<file path="src/rtl/riscv_pkg.sv">
// RV32I/Zicsr encoding constants and the decode bundle shared by the ID stage.
package riscv_pkg;

  localparam int unsigned ILEN = 32;

  localparam logic [6:0] OP_R     = 7'b0110011;
  localparam logic [6:0] OP_I     = 7'b0010011;
  localparam logic [6:0] OP_S     = 7'b0100011;
  localparam logic [6:0] OP_B     = 7'b1100011;
  localparam logic [6:0] OP_L     = 7'b0000011;
  localparam logic [6:0] OP_CSR   = 7'b1110011;
  localparam logic [6:0] OP_LUI   = 7'b0110111;
  localparam logic [6:0] OP_AUIPC = 7'b0010111;
  localparam logic [6:0] OP_JAL   = 7'b1101111;
  localparam logic [6:0] OP_JALR  = 7'b1100111;

  localparam logic [2:0] F3_SLL    = 3'b001;
  localparam logic [2:0] F3_SR     = 3'b101;
  localparam logic [2:0] F3_LB     = 3'b000;
  localparam logic [2:0] F3_LH     = 3'b001;
  localparam logic [2:0] F3_LW     = 3'b010;
  localparam logic [2:0] F3_LBU    = 3'b100;
  localparam logic [2:0] F3_LHU    = 3'b101;
  localparam logic [2:0] F3_SB     = 3'b000;
  localparam logic [2:0] F3_SH     = 3'b001;
  localparam logic [2:0] F3_SW     = 3'b010;
  localparam logic [2:0] F3_BEQ    = 3'b000;
  localparam logic [2:0] F3_BNE    = 3'b001;
  localparam logic [2:0] F3_BLT    = 3'b100;
  localparam logic [2:0] F3_BGE    = 3'b101;
  localparam logic [2:0] F3_BLTU   = 3'b110;
  localparam logic [2:0] F3_BGEU   = 3'b111;
  localparam logic [2:0] F3_JALR   = 3'b000;
  localparam logic [2:0] F3_CSRRW  = 3'b001;
  localparam logic [2:0] F3_CSRRS  = 3'b010;
  localparam logic [2:0] F3_CSRRC  = 3'b011;
  localparam logic [2:0] F3_CSRRWI = 3'b101;
  localparam logic [2:0] F3_CSRRSI = 3'b110;
  localparam logic [2:0] F3_CSRRCI = 3'b111;

  typedef enum logic [2:0] {
    IMM_NONE,
    IMM_I,
    IMM_SHAMT,
    IMM_S,
    IMM_B,
    IMM_U,
    IMM_J,
    IMM_ZIMM
  } imm_type_e;

  // Imm is ILEN wide and sign-extended to XLEN by the consumer.
  typedef struct packed {
    logic            re1;
    logic            re2;
    logic            rd_we;
    logic            csr_we;
    logic [ILEN-1:0] imm;
    logic            illegal;
  } decode_t;

endpackage

</file>
<file path="src/rtl/id_stage_if.sv">
// IF/ID input, regfile/CSR/forwarding side-band and ID/EX output of the decode stage.
interface id_stage_if #(
  parameter int unsigned XLEN    = 32,
  parameter int unsigned NUM_FWD = 2
);
  logic                    in_valid;
  logic                    in_ready;
  logic [XLEN-1:0]         in_pc;
  logic [31:0]             in_inst;
  logic                    flush;
  logic                    rs1_re;
  logic [4:0]              rs1_addr;
  logic [XLEN-1:0]         rs1_rdata;
  logic                    rs2_re;
  logic [4:0]              rs2_addr;
  logic [XLEN-1:0]         rs2_rdata;
  logic [NUM_FWD-1:0]      fwd_we;
  logic [NUM_FWD*5-1:0]    fwd_waddr;
  logic [NUM_FWD*XLEN-1:0] fwd_wdata;
  logic                    ex_ld_valid;
  logic [4:0]              ex_ld_rd;
  logic [11:0]             csr_raddr;
  logic [XLEN-1:0]         csr_rdata;
  logic                    out_valid;
  logic                    out_ready;
  logic [XLEN-1:0]         out_pc;
  logic [31:0]             out_inst;
  logic [XLEN-1:0]         out_rs1_val;
  logic [XLEN-1:0]         out_rs2_val;
  logic [XLEN-1:0]         out_imm;
  logic [XLEN-1:0]         out_csr_rdata;
  logic [4:0]              out_rd;
  logic                    out_rd_we;
  logic                    out_csr_we;
  logic [11:0]             out_csr_addr;
  logic                    out_illegal;

  modport master (
    output in_valid, in_pc, in_inst, flush, rs1_rdata, rs2_rdata,
           fwd_we, fwd_waddr, fwd_wdata, ex_ld_valid, ex_ld_rd, csr_rdata, out_ready,
    input  in_ready, rs1_re, rs1_addr, rs2_re, rs2_addr, csr_raddr,
           out_valid, out_pc, out_inst, out_rs1_val, out_rs2_val, out_imm,
           out_csr_rdata, out_rd, out_rd_we, out_csr_we, out_csr_addr, out_illegal
  );

  modport slave (
    input  in_valid, in_pc, in_inst, flush, rs1_rdata, rs2_rdata,
           fwd_we, fwd_waddr, fwd_wdata, ex_ld_valid, ex_ld_rd, csr_rdata, out_ready,
    output in_ready, rs1_re, rs1_addr, rs2_re, rs2_addr, csr_raddr,
           out_valid, out_pc, out_inst, out_rs1_val, out_rs2_val, out_imm,
           out_csr_rdata, out_rd, out_rd_we, out_csr_we, out_csr_addr, out_illegal
  );
endinterface

</file>
<file path="src/rtl/id_decode.sv">
// Combinational RV32I/Zicsr decoder: legality, register usage and immediate.
module id_decode
  import riscv_pkg::*;
(
  input  logic [31:0] inst,
  output decode_t     dec
);
  logic [6:0]      opcode;
  logic [2:0]      funct3;
  logic [4:0]      rd;
  logic            legal;
  logic            re1;
  logic            re2;
  logic            rd_we;
  logic            csr_we;
  imm_type_e       imm_type;
  logic [ILEN-1:0] imm;

  assign opcode = inst[6:0];
  assign funct3 = inst[14:12];
  assign rd     = inst[11:7];

  // Classify opcode/funct3 into register usage and immediate format.
  always_comb begin
    legal    = 1'b0;
    re1      = 1'b0;
    re2      = 1'b0;
    rd_we    = 1'b0;
    csr_we   = 1'b0;
    imm_type = IMM_NONE;
    case (opcode)
      OP_R: begin
        legal = 1'b1;
        re1   = 1'b1;
        re2   = 1'b1;
        rd_we = 1'b1;
      end
      OP_I: begin
        legal    = 1'b1;
        re1      = 1'b1;
        rd_we    = 1'b1;
        imm_type = (funct3 == F3_SLL || funct3 == F3_SR) ? IMM_SHAMT : IMM_I;
      end
      OP_L: begin
        legal    = funct3 inside {F3_LB, F3_LH, F3_LW, F3_LBU, F3_LHU};
        re1      = 1'b1;
        rd_we    = 1'b1;
        imm_type = IMM_I;
      end
      OP_S: begin
        legal    = funct3 inside {F3_SB, F3_SH, F3_SW};
        re1      = 1'b1;
        re2      = 1'b1;
        imm_type = IMM_S;
      end
      OP_B: begin
        legal    = funct3 inside {F3_BEQ, F3_BNE, F3_BLT, F3_BGE, F3_BLTU, F3_BGEU};
        re1      = 1'b1;
        re2      = 1'b1;
        imm_type = IMM_B;
      end
      OP_LUI, OP_AUIPC: begin
        legal    = 1'b1;
        rd_we    = 1'b1;
        imm_type = IMM_U;
      end
      OP_JAL: begin
        legal    = 1'b1;
        rd_we    = 1'b1;
        imm_type = IMM_J;
      end
      OP_JALR: begin
        legal    = (funct3 == F3_JALR);
        re1      = 1'b1;
        rd_we    = 1'b1;
        imm_type = IMM_I;
      end
      OP_CSR: begin
        if (funct3 inside {F3_CSRRW, F3_CSRRS, F3_CSRRC}) begin
          legal  = 1'b1;
          re1    = 1'b1;
          rd_we  = 1'b1;
          csr_we = 1'b1;
        end else if (funct3 inside {F3_CSRRWI, F3_CSRRSI, F3_CSRRCI}) begin
          legal    = 1'b1;
          rd_we    = 1'b1;
          csr_we   = 1'b1;
          imm_type = IMM_ZIMM;
        end
      end
      default: ;
    endcase
  end

  // Assemble the immediate for the selected format.
  always_comb begin
    imm = '0;
    case (imm_type)
      IMM_I:     imm = {{20{inst[31]}}, inst[31:20]};
      IMM_SHAMT: imm = {27'd0, inst[24:20]};
      IMM_S:     imm = {{20{inst[31]}}, inst[31:25], inst[11:7]};
      IMM_B:     imm = {{19{inst[31]}}, inst[31], inst[7], inst[30:25], inst[11:8], 1'b0};
      IMM_U:     imm = {inst[31:12], 12'd0};
      IMM_J:     imm = {{11{inst[31]}}, inst[31], inst[19:12], inst[20], inst[30:21], 1'b0};
      IMM_ZIMM:  imm = {27'd0, inst[19:15]};
      default:   imm = '0;
    endcase
  end

  // An illegal instruction must not touch any architectural state.
  assign dec = '{
    re1:     legal & re1,
    re2:     legal & re2,
    rd_we:   legal & rd_we & (rd != 5'd0),
    csr_we:  legal & csr_we,
    imm:     legal ? imm : '0,
    illegal: ~legal
  };

endmodule

</file>
<file path="src/rtl/id_stage.sv">
// Decode stage: regfile read, forwarding, load-use stall and the ID/EX register.
module id_stage
  import riscv_pkg::*;
#(
  parameter int unsigned     XLEN     = 32,
  parameter int unsigned     NUM_FWD  = 2,
  parameter logic [XLEN-1:0] RESET_PC = '0
) (
  input logic       clk,
  input logic       rst,
  id_stage_if.slave bus
);
  localparam int unsigned REGW = 5;

  decode_t         dec;
  logic [REGW-1:0] rs1_addr;
  logic [REGW-1:0] rs2_addr;
  logic [XLEN-1:0] rs1_val;
  logic [XLEN-1:0] rs2_val;
  logic [XLEN-1:0] imm_ext;
  logic            stall;
  logic            advance;
  logic            accept;

  // Youngest matching forwarding source wins; x0 and unread operands are zero.
  function automatic logic [XLEN-1:0] fwd_pick(
    input logic                    re,
    input logic [REGW-1:0]         addr,
    input logic [XLEN-1:0]         rf,
    input logic [NUM_FWD-1:0]      we,
    input logic [NUM_FWD*REGW-1:0] wa,
    input logic [NUM_FWD*XLEN-1:0] wd
  );
    logic [XLEN-1:0] val;
    logic            hit;
    val = rf;
    hit = 1'b0;
    for (int unsigned i = 0; i < NUM_FWD; i++) begin
      if (!hit && we[i] && wa[i*REGW +: REGW] == addr) begin
        val = wd[i*XLEN +: XLEN];
        hit = 1'b1;
      end
    end
    if (!re || addr == '0) val = '0;
    return val;
  endfunction

  id_decode u_decode (
    .inst (bus.in_inst),
    .dec  (dec)
  );

  assign rs1_addr     = bus.in_inst[19:15];
  assign rs2_addr     = bus.in_inst[24:20];
  assign bus.rs1_addr = rs1_addr;
  assign bus.rs2_addr = rs2_addr;
  assign bus.rs1_re   = dec.re1;
  assign bus.rs2_re   = dec.re2;
  assign bus.csr_raddr = (bus.in_inst[6:0] == OP_CSR) ? bus.in_inst[31:20] : 12'd0;

  assign rs1_val = fwd_pick(dec.re1, rs1_addr, bus.rs1_rdata, bus.fwd_we, bus.fwd_waddr, bus.fwd_wdata);
  assign rs2_val = fwd_pick(dec.re2, rs2_addr, bus.rs2_rdata, bus.fwd_we, bus.fwd_waddr, bus.fwd_wdata);
  assign imm_ext = XLEN'($signed(dec.imm));

  // Load in EX whose result this instruction needs cannot be forwarded yet.
  assign stall = bus.ex_ld_valid && (bus.ex_ld_rd != '0) &&
                 ((dec.re1 && rs1_addr == bus.ex_ld_rd) || (dec.re2 && rs2_addr == bus.ex_ld_rd));

  assign advance      = !bus.out_valid || bus.out_ready;
  assign bus.in_ready = !bus.flush && !stall && advance;
  assign accept       = bus.in_valid && bus.in_ready;

  // ID/EX register: reset, flush, load/bubble when EX drains, else hold.
  always_ff @(posedge clk) begin
    if (rst) begin
      bus.out_valid     <= 1'b0;
      bus.out_pc        <= RESET_PC;
      bus.out_inst      <= '0;
      bus.out_rs1_val   <= '0;
      bus.out_rs2_val   <= '0;
      bus.out_imm       <= '0;
      bus.out_csr_rdata <= '0;
      bus.out_rd        <= '0;
      bus.out_rd_we     <= 1'b0;
      bus.out_csr_we    <= 1'b0;
      bus.out_csr_addr  <= '0;
      bus.out_illegal   <= 1'b0;
    end else if (bus.flush) begin
      bus.out_valid <= 1'b0;
    end else if (advance) begin
      bus.out_valid <= accept;
      if (accept) begin
        bus.out_pc        <= bus.in_pc;
        bus.out_inst      <= bus.in_inst;
        bus.out_rs1_val   <= rs1_val;
        bus.out_rs2_val   <= rs2_val;
        bus.out_imm       <= imm_ext;
        bus.out_csr_rdata <= bus.csr_rdata;
        bus.out_rd        <= bus.in_inst[11:7];
        bus.out_rd_we     <= dec.rd_we;
        bus.out_csr_we    <= dec.csr_we;
        bus.out_csr_addr  <= dec.csr_we ? bus.in_inst[31:20] : 12'd0;
        bus.out_illegal   <= dec.illegal;
      end
    end
  end

endmodule

</file>
<file path="src/flat_wrapper.sv">
// flat-port wrapper written by rule: the top's interface ports become plain ports
module id_stage_flat import riscv_pkg::*;
#(
  parameter int unsigned     XLEN     = 32,
  parameter int unsigned     NUM_FWD  = 2,
  parameter logic [XLEN-1:0] RESET_PC = '0
)
  (clk, rst, bus_in_valid, bus_in_pc, bus_in_inst, bus_flush, bus_rs1_rdata, bus_rs2_rdata, bus_fwd_we, bus_fwd_waddr, bus_fwd_wdata, bus_ex_ld_valid, bus_ex_ld_rd, bus_csr_rdata, bus_out_ready, bus_in_ready, bus_rs1_re, bus_rs1_addr, bus_rs2_re, bus_rs2_addr, bus_csr_raddr, bus_out_valid, bus_out_pc, bus_out_inst, bus_out_rs1_val, bus_out_rs2_val, bus_out_imm, bus_out_csr_rdata, bus_out_rd, bus_out_rd_we, bus_out_csr_we, bus_out_csr_addr, bus_out_illegal);
  id_stage_if #(.XLEN(XLEN), .NUM_FWD(NUM_FWD)) bus_i ();
  input logic clk;
  input logic rst;
  input wire logic [$bits(bus_i.in_valid)-1:0] bus_in_valid;
  input wire logic [$bits(bus_i.in_pc)-1:0] bus_in_pc;
  input wire logic [$bits(bus_i.in_inst)-1:0] bus_in_inst;
  input wire logic [$bits(bus_i.flush)-1:0] bus_flush;
  input wire logic [$bits(bus_i.rs1_rdata)-1:0] bus_rs1_rdata;
  input wire logic [$bits(bus_i.rs2_rdata)-1:0] bus_rs2_rdata;
  input wire logic [$bits(bus_i.fwd_we)-1:0] bus_fwd_we;
  input wire logic [$bits(bus_i.fwd_waddr)-1:0] bus_fwd_waddr;
  input wire logic [$bits(bus_i.fwd_wdata)-1:0] bus_fwd_wdata;
  input wire logic [$bits(bus_i.ex_ld_valid)-1:0] bus_ex_ld_valid;
  input wire logic [$bits(bus_i.ex_ld_rd)-1:0] bus_ex_ld_rd;
  input wire logic [$bits(bus_i.csr_rdata)-1:0] bus_csr_rdata;
  input wire logic [$bits(bus_i.out_ready)-1:0] bus_out_ready;
  output wire logic [$bits(bus_i.in_ready)-1:0] bus_in_ready;
  output wire logic [$bits(bus_i.rs1_re)-1:0] bus_rs1_re;
  output wire logic [$bits(bus_i.rs1_addr)-1:0] bus_rs1_addr;
  output wire logic [$bits(bus_i.rs2_re)-1:0] bus_rs2_re;
  output wire logic [$bits(bus_i.rs2_addr)-1:0] bus_rs2_addr;
  output wire logic [$bits(bus_i.csr_raddr)-1:0] bus_csr_raddr;
  output wire logic [$bits(bus_i.out_valid)-1:0] bus_out_valid;
  output wire logic [$bits(bus_i.out_pc)-1:0] bus_out_pc;
  output wire logic [$bits(bus_i.out_inst)-1:0] bus_out_inst;
  output wire logic [$bits(bus_i.out_rs1_val)-1:0] bus_out_rs1_val;
  output wire logic [$bits(bus_i.out_rs2_val)-1:0] bus_out_rs2_val;
  output wire logic [$bits(bus_i.out_imm)-1:0] bus_out_imm;
  output wire logic [$bits(bus_i.out_csr_rdata)-1:0] bus_out_csr_rdata;
  output wire logic [$bits(bus_i.out_rd)-1:0] bus_out_rd;
  output wire logic [$bits(bus_i.out_rd_we)-1:0] bus_out_rd_we;
  output wire logic [$bits(bus_i.out_csr_we)-1:0] bus_out_csr_we;
  output wire logic [$bits(bus_i.out_csr_addr)-1:0] bus_out_csr_addr;
  output wire logic [$bits(bus_i.out_illegal)-1:0] bus_out_illegal;
  assign bus_i.in_valid = bus_in_valid;
  assign bus_i.in_pc = bus_in_pc;
  assign bus_i.in_inst = bus_in_inst;
  assign bus_i.flush = bus_flush;
  assign bus_i.rs1_rdata = bus_rs1_rdata;
  assign bus_i.rs2_rdata = bus_rs2_rdata;
  assign bus_i.fwd_we = bus_fwd_we;
  assign bus_i.fwd_waddr = bus_fwd_waddr;
  assign bus_i.fwd_wdata = bus_fwd_wdata;
  assign bus_i.ex_ld_valid = bus_ex_ld_valid;
  assign bus_i.ex_ld_rd = bus_ex_ld_rd;
  assign bus_i.csr_rdata = bus_csr_rdata;
  assign bus_i.out_ready = bus_out_ready;
  assign bus_in_ready = bus_i.in_ready;
  assign bus_rs1_re = bus_i.rs1_re;
  assign bus_rs1_addr = bus_i.rs1_addr;
  assign bus_rs2_re = bus_i.rs2_re;
  assign bus_rs2_addr = bus_i.rs2_addr;
  assign bus_csr_raddr = bus_i.csr_raddr;
  assign bus_out_valid = bus_i.out_valid;
  assign bus_out_pc = bus_i.out_pc;
  assign bus_out_inst = bus_i.out_inst;
  assign bus_out_rs1_val = bus_i.out_rs1_val;
  assign bus_out_rs2_val = bus_i.out_rs2_val;
  assign bus_out_imm = bus_i.out_imm;
  assign bus_out_csr_rdata = bus_i.out_csr_rdata;
  assign bus_out_rd = bus_i.out_rd;
  assign bus_out_rd_we = bus_i.out_rd_we;
  assign bus_out_csr_we = bus_i.out_csr_we;
  assign bus_out_csr_addr = bus_i.out_csr_addr;
  assign bus_out_illegal = bus_i.out_illegal;
  id_stage #(.XLEN(XLEN), .NUM_FWD(NUM_FWD), .RESET_PC(RESET_PC)) u_core (.clk(clk), .rst(rst), .bus(bus_i));
endmodule
</file>
<file path="config.mk">
export PLATFORM = sky130hd
export DESIGN_NAME = id_stage_flat
export DESIGN_NICKNAME = d
export VERILOG_FILES = /design/src/rtl/riscv_pkg.sv /design/src/rtl/id_stage_if.sv /design/src/rtl/id_decode.sv /design/src/rtl/id_stage.sv /design/src/flat_wrapper.sv
export SDC_FILE = /design/constraint.sdc
export NUM_CORES = 1
export LEC_CHECK = 0
export ABC_AREA = 1
export CORE_MARGIN = 10
export CORE_UTILIZATION = 35
export DETAILED_ROUTE_END_ITERATION = 10
export GPL_TIMING_DRIVEN = 0
export HOLD_SLACK_MARGIN = 0.05
export PLACE_DENSITY = 0.72
export SLEW_MARGIN = 20
export SYNTH_ARGS = -nofsm -noshare
export SYNTH_HDL_FRONTEND = slang
export SYNTH_SLANG_ARGS = --single-unit
</file>
<file path="constraint.sdc">
create_clock -name clk -period 2.6 [get_ports clk]
set_input_delay 0.26 -clock clk [delete_from_list [all_inputs] [get_ports clk]]
set_output_delay 0.26 -clock clk [all_outputs]
set_load 0.01 [all_outputs]
</file>
-- Yosys cells after proc, flatten, opt, wreduce, memory -nomap -nowiden
Cells that the tools add are included.
- reductions and logical operators: 43
- bitwise gates (word level): 7
- equal/unequal tests: 30
- muxes and demuxes: 24
- operators with widths (cell ; count):
    2-to-1 mux 32 bit ; 7
    one-hot mux 32 bit (7 select lines) ; 1
    == test 5 bit ; 6
    == test 7 bit, second input constant ; 4
    == test 3 bit, second input constant ; 8
    2-to-1 mux 12 bit ; 2
    == test 7 x 6 -> 1 bit, second input constant ; 3
    one-hot mux 3 bit (7 select lines) ; 1
    nonzero test 5 bit ; 3
    == test 7 x 5 -> 1 bit, second input constant ; 2
    logical AND 1 bit ; 13
    == test 3 x 2 -> 1 bit, second input constant ; 4
    logical NOT 5 bit ; 2
    nonzero test 3 bit ; 3
    == test 7 x 2 -> 1 bit, second input constant ; 1
    logical NOT 1 bit ; 7
    2-to-1 mux 1 bit ; 7
    OR reduction 7 bit ; 1
    == test 3 x 1 -> 1 bit, second input constant ; 2
    2-to-1 mux 3 bit ; 2
    one-hot mux 1 bit (6 select lines) ; 1
    nonzero test 6 bit ; 1
    OR reduction 2 bit ; 3
    OR reduction 6 bit ; 1
    other kinds (9) ; 19
- register bits after elaboration: 213
- logic and storage cells: 116
- input bits: 247

-- Depth between registers and ports, before layout
Gate-level depths: netlist (run 1).
- depth in word-level cells: 14
- gate-level depth with buffers: 16
- depth with buffers taken out: 14

-- Cells and area by module
A second synthesis (run 1) with hierarchy kept.
- cells, all modules: 1733
- area, all modules: 11339.6 µm²
- by module, submodules not included (module ; area each (µm²) ; instances ; cells each):
    id_stage ; 10159.7 ; 1 ; 1519
    id_decode ; 1179.9 ; 1 ; 214

-- Worst setup path after synthesis (run 1)
OpenSTA, ideal clock, no wires.
- kind: register -> output
- from: register u_core.bus.out_valid
- to: output bus_in_ready
- cell stages (with the launch flop): 5
- setup slack: 0.709 ns
- data arrival time: 1.631 ns
- data required time: 2.340 ns
- path through: dfxtp_1 a21oi_1 clkbuf_1 clkbuf_1 a21boi_0
- word-level cells in the longest chain between the ends: 3
- RTL lines (what ; RTL line ; text):
    start, declared ; id_stage_if.sv:50 ; out_valid, out_pc, out_inst, out_rs1_val, out_rs2_val, out_imm,
    start signal, assigned ; id_stage.sv:91 ; bus.out_valid <= accept;
    logical NOT 1 bit ; id_stage.sv:69 ; assign advance = !bus.out_valid || bus.out_ready;
    logical OR 1 bit ; id_stage.sv:69 ;
    logical AND 1 bit ; id_stage.sv:70 ; assign bus.in_ready = !bus.flush && !stall && advance;
    end, declared ; flat_wrapper.sv:25 ; output wire logic [$bits(bus_i.in_ready)-1:0] bus_in_ready;
No other way between the ends.

-- Worst setup path in the final report (run 1)
- from: input bus_in_inst[1]
- to: output bus_csr_raddr[7]
- word-level cells in the longest chain between the ends: 2
- RTL lines (what ; RTL line ; text):
    start, declared ; flat_wrapper.sv:14 ; input wire logic [$bits(bus_i.in_inst)-1:0] bus_in_inst;
    == test 7 bit ; id_stage.sv:59 ; assign bus.csr_raddr = (bus.in_inst[6:0] == OP_CSR) ? bus.in_inst[31:20] : 12'd0;
    2-to-1 mux 12 bit ; id_stage.sv:59 ;
    end, declared ; flat_wrapper.sv:30 ; output wire logic [$bits(bus_i.csr_raddr)-1:0] bus_csr_raddr;
No other way between the ends.

==> flow_metrics.tcl, run 1 <==
set metrics [dict create \
    result_of_the_run "completed" \
    drt_first_pass_iters 6 \
    global_route_wire_length_before_repair_microns 89400 \
    ir_worst_vdd_uv 353.8 \
    place.detailed.instances 3112 \
    dominantRegCellSynth "sky130_fd_sc_hd__dfxtp_1" \
    cts_sinks 208 \
    via_count_of_the_first_global_routing_pass 14630 \
    worstHoldPathType "input pin to register" \
    unrepaired_setup_endpoints_after_global_routing "true" \
    peak_clock_frequency_supported_by_timing_mhz 398.7 \
    detailedPlacementHpwl_microns 49180 \
    cp_data_required_time_ns 2.34 \
    area_overhead_vs_synth_pct 49.07 \
    max-clock-path-buffers 3 \
    die_h_microns 211.5 \
    ioPinCount 485 \
    number_of_rows_in_the_core_area 70 \
    routed_wl_microns 60870 \
    worst_slew_margin_rel 0.4437 \
    cts_tree "built" \
    final_min_period_over_clock_period 0.9647 \
    preCtsSetupSlack_ns -0.7785 \
    syn-cell-area_sq_um 12830 \
    synth_largest_type_area_fraction 0.3245 \
    async_flop_share 0 \
    synth_area_leaders "sky130_fd_sc_hd__dfxtp_1, sky130_fd_sc_hd__nand2_1, sky130_fd_sc_hd__inv_1" \
    critical_path_arrival_ns 2.25 \
    worstSetupEndpointType "primary output" \
    post-route-worst-setup-slack_ns 0.09166 \
    yosysSeqAreaShare 0.3245 \
    timing.final.hold_violations 0 \
    drt-wirelength-per-cell_microns 19.23 \
    setup.worst_path.class "input pin to primary output" \
    globalRouteTotalUtil 0.2572 \
    cts.clk_slew.worst_paths_ns 0.05 \
    yosysUniqueCellTypes 33 \
    setup-violations-final 0 \
    drtAntennaViolNets 0 \
    largest_net_degree_at_the_start_of_global_routing 13 \
    count_of_flip_flops_with_a_built_in_enable_after_synthesis 0 \
    syn_area_per_cell_sq_um 5.924 \
    detailedRoute.firstIterationViolations 1285 \
    cts_hold_buf 0 \
    slew_violations 0 \
    worstRegToRegCells 5 \
    start_util 0.3530 \
    clk_root_buffer_cell "sky130_fd_sc_hd__clkbuf_16" \
    design.core.area_sq_um 36350 \
    antenna_found_initial 12 \
    drive_above_1_share 0.06062 \
    final_nets 2922 \
    io_buffer_count 478 \
    synthDominantAreaCellType "sky130_fd_sc_hd__dfxtp_1" \
    tritoncts.num_buffers 25 \
    yosysWarningCount 0 \
    power_leakage_nw 9.002 \
    synth_seq_cells 208 \
    clock_latency_ns 0.53 \
    htreeDepth 1 \
    grt.overflow.total 0 \
    die-area_sq_um 44720 \
    worst_setup_path_start_kind "input pin" \
    syn-num-nets 2413 \
    count_of_maximum_capacitance_violations 0 \
    die_w_microns 211.5 \
    stdcell_count 3165 \
    netlist_instances 2166 \
    whs_path_depth 3 \
    gp_congestion 0.9492 \
    vias_per_cell 4.900 \
    drc_errors 0 \
    worstPathMaxFanout 12 \
    finalCriticalPeriod_ns 2.508 \
    worst-slew-pin-transition_ns 0.8345 \
    power.density_nw_per_um2 469.3 \
    via_count 15510 \
    fin_worst_skew_ns 0.01341 \
]
per-layer routing:
layer  GRT usage  part of all wire
met1      0.3104              0.40
met2      0.4262              0.46
met3     0.07956              0.10
met4     0.08381             0.032
met5           0           0.00095
stage by stage:
stage	power (mW)	cell area [sq um]	utilization	hold slack, ns	setup TNS [ns]
floorplan	4.377	12830	-	0.3949	0
global placement	5.458	18200	0.5008	0.4472	-78.95
detailed placement	5.486	18200	0.5008	0.4518	-83.48
CTS	9.022	19050	0.5240	0.09848	0
global route	9.349	19120	0.5261	0.1193	-0.2679
finish	8.977	19130	0.5263	0.1294	0
layout make-up:
type / instances / area [sq um]
Inverter: 351 / 1321
Fill cell: 3621 / 17220
Multi-Input combinational cell: 1441 / 6536
Tap cell: 468 / 585.6
Clock buffer: 37 / 730.7
Antenna cell: 8 / 20.02
Buffer: 165 / 880.8
Timing Repair Buffer: 483 / 4818
Clock inverter: 4 / 72.57
Sequential cell: 208 / 4164
logic make-up after synthesis:
group,count (synthesis),share of synthesized area
and+or+nand+nor,1226,0.4149
buffers and inverters,517,0.1701
DFF,208,0.3245
AOI/OAI and AO/OA,200,0.08025
xor gates and xnor gates,15,0.01024
synth_stat cells, types with 28 or more instances:
master	n
sky130_fd_sc_hd__nand2_1	551
sky130_fd_sc_hd__inv_1	344
sky130_fd_sc_hd__nor2_1	324
sky130_fd_sc_hd__dfxtp_1	208
sky130_fd_sc_hd__nand3_1	139
sky130_fd_sc_hd__nand4_1	121
sky130_fd_sc_hd__a21oi_1	98
sky130_fd_sc_hd__clkbuf_1	85
sky130_fd_sc_hd__and2_1	64
sky130_fd_sc_hd__o21ai_1	59
sky130_fd_sc_hd__buf_2	35
sky130_fd_sc_hd__buf_4	31
sky130_fd_sc_hd__o21ai_0	28
worst max-delay path, stage by stage:
cell	delay, ns
sky130_fd_sc_hd__clkdlybuf4s50_1	0.50
sky130_fd_sc_hd__nand2_2	0.11
sky130_fd_sc_hd__inv_1	0.09
sky130_fd_sc_hd__nand2_1	0.12
sky130_fd_sc_hd__nor2_2	0.17
sky130_fd_sc_hd__inv_1	0.22
sky130_fd_sc_hd__nor2_1	0.19
sky130_fd_sc_hd__clkdlybuf4s50_1	0.57
power by group:
| part | internal [mW] | total (mW) | switching, mW |
|---|---|---|---|
| registers | 3.35 | 3.45 | 0.0944 |
| clock network | 2.12 | 3.53 | 1.41 |
| logic | 0.941 | 2.01 | 1.07 |
| total | 6.41 | 8.98 | 2.57 |
registers in the layout (all words and copies together), names as in the netlist:
signal	count
u_core.bus.out_csr_rdata	32
u_core.bus.out_imm	32
u_core.bus.out_pc	32
u_core.bus.out_rs1_val	32
u_core.bus.out_rs2_val	32
u_core.bus.out_inst	28
u_core.bus.out_csr_addr	12
u_core.bus.out_rd	4
u_core.bus.out_csr_we	1
u_core.bus.out_illegal	1
u_core.bus.out_rd_we	1
u_core.bus.out_valid	1
path summary, 6_finish.rpt:
check | from | to | slack [ns]
worst max-delay path | bus_in_inst[1] | bus_csr_raddr[7] | 0.09
worst min-delay path | bus_in_inst[17] | u_core.bus.out_inst[17] | 0.13
worst min register to register | u_core.bus.out_inst[25] | u_core.bus.out_inst[25] | 0.46
worst max register to register | u_core.bus.out_valid | u_core.bus.out_csr_addr[2] | 0.85
timing repair:
| item | CTS | global route |
|---|---|---|
| pin swaps | 1 | 0 |
| resized for setup | 15 | 26 |
| setup buffers | 2 | 3 |
| endpoints found under the setup margin | 75 | 98 |
cells in the final DEF (no fill, tap or decap), types with 37 or more instances in the layout:
cell type	count
sky130_fd_sc_hd__nand4_1	121
sky130_fd_sc_hd__clkbuf_1	84
sky130_fd_sc_hd__nand3_1	139
sky130_fd_sc_hd__nand2_1	551
sky130_fd_sc_hd__nor2_1	319
sky130_fd_sc_hd__buf_4	37
sky130_fd_sc_hd__a21oi_1	93
sky130_fd_sc_hd__inv_1	341
sky130_fd_sc_hd__and2_1	64
sky130_fd_sc_hd__clkdlybuf4s50_1	472
sky130_fd_sc_hd__o21ai_1	59
sky130_fd_sc_hd__dfxtp_1	208
No activity file was read; power rests on OpenSTA's default activity.
==> run 2, diff against run 1 <==
--- a/config.mk
+++ b/config.mk
@@ -6,12 +6,15 @@
 export NUM_CORES = 1
 export LEC_CHECK = 0
 export ABC_AREA = 1
+export CAP_MARGIN = 30
+export CORE_ASPECT_RATIO = 0.9
 export CORE_MARGIN = 10
 export CORE_UTILIZATION = 35
 export DETAILED_ROUTE_END_ITERATION = 10
+export DONT_BUFFER_PORTS = 1
 export GPL_TIMING_DRIVEN = 0
 export HOLD_SLACK_MARGIN = 0.05
-export PLACE_DENSITY = 0.72
+export PLACE_DENSITY = 0.55
 export SLEW_MARGIN = 20
 export SYNTH_ARGS = -nofsm -noshare
 export SYNTH_HDL_FRONTEND = slang
==> run 2 against run 1 <==
Effect of this change: cell count is 12% lower; sequential power increased by 4%; via count down 9.3%; sequential share of layout area up 5.4 points; register-to-register slack got worse by 0.29 ns; die area hardly changed; count of clock-buffer cells in the layout fell by 2; power down 1.8%; critical path type is now input pin to register; largest cell class unchanged.
==> flow_metrics.tcl, run 2 (same netlist as run 1, synthesis figures left out) <==
set metrics [dict create \
    via_count 14070 \
    cts.clk_slew.worst_paths_ns 0.06 \
    start_util 0.3548 \
    p_sw_frac 0.2980 \
    critical_path_arrival_ns 2.88 \
    antenna_found_initial 2 \
    tritoncts.num_buffers 27 \
    power.density_nw_per_um2 575.0 \
    critPathTopFamily "simple AND/OR/NAND/NOR gates" \
    drt-wirelength-per-cell_microns 21.27 \
    detailedPlacementHpwl_microns 46420 \
    area_overhead_vs_synth_pct 19.44 \
    antenna_cells_inserted 0 \
    crit_path_start "bus_in_inst[20]" \
    stdcell_count 2783 \
    critical_path_buf_inv_count 3 \
    slew_violations 0 \
    final_nets 2534 \
    die_w_microns 221.8 \
    drt_first_pass_iters 7 \
    switching_power_mw 2.626 \
    gp_congestion 0.9377 \
    p_comb_frac 0.139 \
    htreeDepth 1 \
    drc_errors 0 \
    drive_above_1_share 0.06502 \
    final_cell_mix "sky130_fd_sc_hd__nand2_1, sky130_fd_sc_hd__inv_1, sky130_fd_sc_hd__nor2_1, sky130_fd_sc_hd__dfxtp_1, sky130_fd_sc_hd__nand3_1" \
    layout_commonest_cell "sky130_fd_sc_hd__nand2_1" \
    worstRegToRegCells 5 \
    fin_area_sq_um 15330 \
    setup-violations-final 0 \
    cts_sinks 208 \
    final_min_period_over_clock_period 0.9370 \
    power_leakage_nw 7.598 \
    clock_power_share 0.454 \
    place.detailed.instances 2642 \
    die-area_sq_um 44730 \
    worst_flop_to_flop_path_startpoint "u_core.bus.out_valid" \
    max-clock-path-buffers 3 \
    globalRouteTotalUtil 0.2472 \
    timing.reg2reg.setup_slack_ns 0.56 \
    cp_data_required_time_ns 3.05 \
    setup.worst_path.class "input pin to register" \
    via_count_of_the_first_global_routing_pass 12990 \
    ir_worst_vdd_uv 533.0 \
    fin_worst_skew_ns 0.008894 \
    clock_latency_ns 0.56 \
    clk_root_buffer_cell "sky130_fd_sc_hd__clkbuf_16" \
    power.share.sequential 0.407 \
    peak_clock_frequency_supported_by_timing_mhz 410.5 \
    drtAntennaViolNets 0 \
    die_h_microns 201.7 \
    detailedRoute.firstIterationViolations 1112 \
    worstHoldPathType "input pin to register" \
    cts_tree "built" \
    cp_cell_sequence "clkbuf_1 > inv_1 > nand2_1 > a21oi_1 > nand2_1 > nor2_1 > nand2_1 > buf_2 > nand3_1 > nand2_1 > and2_1 > o21ai_1 > nor2_1" \
    worst_slew_margin_rel 0.4564 \
    global_route_wire_length_before_repair_microns 85820 \
    finalCriticalPeriod_ns 2.436 \
    worst_setup_path_start_kind "input pin" \
    worstPathMaxFanout 10 \
    cellInternalPower_mw 6.186 \
    unrepaired_setup_endpoints_after_global_routing "false" \
    io_buffer_count 0 \
    number_of_rows_in_the_core_area 66 \
    count_of_maximum_capacitance_violations 0 \
    critical_path.max_stage_delay_ns 0.51 \
    result_of_the_run "completed" \
    library_cell_appearing_most_often_on_the_critical_path "sky130_fd_sc_hd__nand2_1" \
    worst-slew-pin-transition_ns 0.8154 \
    worst_hold_endpoint "u_core.bus.out_imm[14]" \
    cts_setup_buffers 0 \
    routed_wl_microns 59210 \
    vias_per_cell 5.056 \
    worst_r2r_endpoint "u_core.bus.out_imm[1]" \
    design.core.area_sq_um 36170 \
    ioPinCount 485 \
    worst_path_max_delay_cell "sky130_fd_sc_hd__nor2_1" \
    whs_path_depth 2 \
    worstSetupEndpointType "register" \
    holdCritStartpoint "rst" \
    timing.final.hold_violations 0 \
    largest_net_degree_at_the_start_of_global_routing 15 \
    grt.overflow.total 0 \
    area_after_dpl_sq_um 13430 \
]
==> run 2: cell types whose count changed in the layout (fill, tap and decap cells not counted), sizes merged <==
cell	before	now
clkdlybuf4s50	472	0
dlygate4sd3	0	94
diode	8	0
clkbuf	125	119
clkinvlp	2	7
buf	83	80
dlygate4sd2	3	0
inv	350	353
dlymetal6s2s	2	0
bufinv	2	3
clkinv	1	2
==> run 2: power by group through the flow <==
stage	Sequential [mW]	Combinational, mW	Clock (mW)
floorplan	3.57	0.804	0
global placement	3.66	1.06	0
detailed placement	3.66	1.07	0
CTS	3.59	1.21	4.08
global route	3.61	1.38	4.20
finish	3.59	1.22	4.00
==> run 2: area by class of cell <==
cell class	instances	area, sq um
Sequential cell	208	4164
Clock buffer	35	765.7
Buffer	164	858.3
Tap cell	476	595.6
Clock inverter	14	188.9
Fill cell	3865	20840
Inverter	351	1318
Multi-Input combinational cell	1441	6496
Timing Repair Buffer	94	940.9
==> run 2: worst register-to-register path, stage by stage (launching register included) <==
cell                       delay (ns)
sky130_fd_sc_hd__dfxtp_1         0.38
sky130_fd_sc_hd__a21oi_4         0.30
sky130_fd_sc_hd__clkbuf_2        0.43
sky130_fd_sc_hd__clkbuf_1        0.44
sky130_fd_sc_hd__nand4_1         0.24
sky130_fd_sc_hd__a21oi_1         0.17
==> run 2: worst max path at each step <==
stage / endpoint / slack [ns] / cells past startpoint
3_3_place_gp: u_core.bus.out_rs2_val[16] / -0.31 / 13
4_1_cts: bus_in_ready / 0.03 / 4
2_1_floorplan: bus_in_ready / 0.71 / 4
5_1_grt: u_core.bus.out_rs2_val[17] / 0.11 / 13
6_report: u_core.bus.out_rs2_val[17] / 0.16 / 13
3_5_place_dp: u_core.bus.out_rs2_val[16] / -0.31 / 13
==> run 2: per-layer routing <==
| metal | routed length (microns) | global-route usage | vias up |
|---|---|---|---|
| met1 | 25260 | 0.3146 | 6448 |
| met2 | 26620 | 0.3958 | 634 |
| met5 | 0 | 0 | - |
| met3 | 5917 | 0.08013 | 78 |
| met4 | 1410 | 0.06094 | 0 |
| li1 | - | - | 6911 |
==> run 2: metrics by stage <==
step | util | TNS [ns] | worst slack, ns | power (mW) | hold WS (ns)
floorplan | - | 0 | 0.7094 | 4.377 | 0.3949
global placement | 0.3712 | -7.818 | -0.3057 | 4.717 | 0.3968
detailed placement | 0.3712 | -8.235 | -0.3077 | 4.737 | 0.4027
CTS | 0.4240 | 0 | 0.02738 | 8.882 | 0.06086
global route | 0.4238 | 0 | 0.1125 | 9.183 | 0.09033
finish | 0.4238 | 0 | 0.1639 | 8.812 | 0.08805
==> run 2: what timing repair did <==
action | in CTS | in global routing
gates resized for setup | 4 | 0
hold buffers | 94 | 0
endpoints found under the hold margin | 92 | 0
setup endpoints to repair | 1 | 2
==> run 3, diff against run 2 <==
--- a/config.mk
+++ b/config.mk
@@ -15,6 +15,7 @@
 export GPL_TIMING_DRIVEN = 0
 export HOLD_SLACK_MARGIN = 0.05
 export PLACE_DENSITY = 0.55
+export RECOVER_POWER = 50
 export SLEW_MARGIN = 20
 export SYNTH_ARGS = -nofsm -noshare
 export SYNTH_HDL_FRONTEND = slang
==> constraint.sdc (replaced) <==
create_clock -name clk -period 2.6 [get_ports clk]
set_input_delay 0.26 -clock clk [delete_from_list [all_inputs] [get_ports clk]]
set_output_delay 0.26 -clock clk [all_outputs]
set_load 0.02 [all_outputs]
==> run 3 against run 2 <==
Effect of this change: sequential power rose by 3%; cell count unchanged; power grew 1.3%; critical path type unchanged.
==> flow_metrics.tcl, run 3 (same netlist as run 1, synthesis figures left out) <==
set metrics [dict create \
    result_of_the_run "completed" \
    worstSetupEndpointType "register" \
    detailedPlacementHpwl_microns 46420 \
    drt_first_pass_iters 6 \
    gp_congestion 0.9377 \
    vias_per_cell 5.022 \
    cp_cell_sequence "clkbuf_1 > inv_1 > nand2_1 > a21oi_1 > nand2_1 > nor2_1 > nand2_1 > buf_2 > nand3_1 > nand2_1 > and2_1 > o21ai_1 > nor2_1" \
    globalRouteTotalUtil 0.2472 \
    worst-slew-pin-transition_ns 0.7993 \
    layout_commonest_cell "sky130_fd_sc_hd__nand2_1" \
    setup-violations-final 0 \
    slew_violations 0 \
    cts_setup_buffers 0 \
    antenna_cells_inserted 0 \
    clk_root_buffer_cell "sky130_fd_sc_hd__clkbuf_16" \
    design.core.area_sq_um 36170 \
    via_count 13980 \
    cp_data_required_time_ns 3.05 \
    cts_sinks 208 \
    routed_wl_microns 59100 \
    global_route_wire_length_before_repair_microns 85820 \
    die-area_sq_um 44730 \
    drt-wirelength-per-cell_microns 21.23 \
    start_util 0.3548 \
    setup.worst_path.class "input pin to register" \
    unrepaired_setup_endpoints_after_global_routing "false" \
    cts.clk_slew.worst_paths_ns 0.06 \
    fin_worst_skew_ns 0.007924 \
    final_nets 2534 \
    area_after_dpl_sq_um 13430 \
    max-clock-path-buffers 3 \
    fin_setup_tns_ns 0 \
    ioPinCount 485 \
    die_w_microns 221.8 \
    power.density_nw_per_um2 584.5 \
    drc_errors 0 \
    fillers 3885 \
    peak_clock_frequency_supported_by_timing_mhz 413.6 \
    number_of_rows_in_the_core_area 66 \
    drtAntennaViolNets 0 \
    via_count_of_the_first_global_routing_pass 12990 \
    worst_setup_path_start_kind "input pin" \
    worst_slew_margin_rel 0.4671 \
    cts_tree "built" \
    worst_path_max_delay_cell "sky130_fd_sc_hd__nor2_1" \
    critical_path.max_stage_delay_ns 0.49 \
    count_of_maximum_capacitance_violations 0 \
    post-route-worst-setup-slack_ns 0.1820 \
    utilization 0.4223 \
    area_overhead_vs_synth_pct 19.04 \
    htreeDepth 1 \
    io_buffer_count 0 \
    worstPathMaxFanout 10 \
    preCtsSetupSlack_ns -0.3077 \
    timing.hold.ws_ns 0.08902 \
    detailedRoute.firstIterationViolations 1078 \
    final_cell_mix "sky130_fd_sc_hd__nand2_1, sky130_fd_sc_hd__inv_1, sky130_fd_sc_hd__nor2_1, sky130_fd_sc_hd__dfxtp_1, sky130_fd_sc_hd__nand3_1" \
    critical_path_arrival_ns 2.87 \
    largest_net_degree_at_the_start_of_global_routing 20 \
    finalCriticalPeriod_ns 2.418 \
    ir_worst_vdd_uv 530.8 \
    grt.overflow.total 0 \
    library_cell_appearing_most_often_on_the_critical_path "sky130_fd_sc_hd__nand2_1" \
    clock_latency_ns 0.56 \
    die_h_microns 201.7 \
    fin_area_sq_um 15280 \
    power_leakage_nw 7.545 \
    tritoncts.num_buffers 27 \
    final_min_period_over_clock_period 0.9300 \
    timing.final.hold_violations 0 \
    drive_above_1_share 0.05895 \
    antenna_found_initial 2 \
    worstHoldPathType "input pin to register" \
]
-- run 3: cell type report --
class,count,area (sq um),share of cell area
Buffer,164,805.8,0.05275
Clock buffer,35,765.7,0.05013
Clock inverter,14,188.9,0.01237
Inverter,351,1318,0.08625
Multi-Input combinational cell,1441,6497,0.4253
Sequential cell,208,4164,0.2726
Tap cell,476,595.6,0.03899
Timing Repair Buffer,94,940.9,0.06159
-- run 3: final timing paths --
path                                                 start  depth (start not counted)                    endpoint  slack [ns]
worst max-delay path                       bus_in_inst[20]                         13  u_core.bus.out_rs2_val[17]        0.18
worst min-delay path                                   rst                          2      u_core.bus.out_imm[14]        0.09
worst max register to register        u_core.bus.out_valid                          5       u_core.bus.out_imm[1]        0.51
worst min register to register  u_core.bus.out_csr_addr[5]                          2  u_core.bus.out_csr_addr[5]        0.56
-- run 3: metal layers --
layer,vias to the layer above,part of all wire,track usage
met1,6341,0.43,0.3147
met3,90,0.10,0.07999
li1,6913,-,-
met2,633,0.45,0.3958
met5,-,0,0
met4,0,0.026,0.06094
-- run 3: report_power, final --
group | internal [mW] | switching (mW)
clock | 2.40 | 1.60
sequential | 3.35 | 0.358
combinational | 0.430 | 0.793
-- run 3: timing repair --
item,4_1_cts,5_1_grt
gates resized for setup,5,0
endpoints found under the hold margin,92,0
setup endpoints to repair,1,1
hold buffers,94,0
-- run 3: metrics by stage --
| stage | cells | power (mW) |
|---|---|---|
| floorplan | 2166 | 4.510 |
| global placement | 2642 | 4.850 |
| detailed placement | 2642 | 4.869 |
| CTS | 2784 | 9.014 |
| global route | 2783 | 9.305 |
| finish | 2783 | 8.928 |
-- run 3: critical path, delay by kind of cell --
family,cells,cell delay (ns)
and+or+nand+nor,8,1.34
AOI/OAI and AO/OA,2,0.28
buffers and inverters,3,0.96
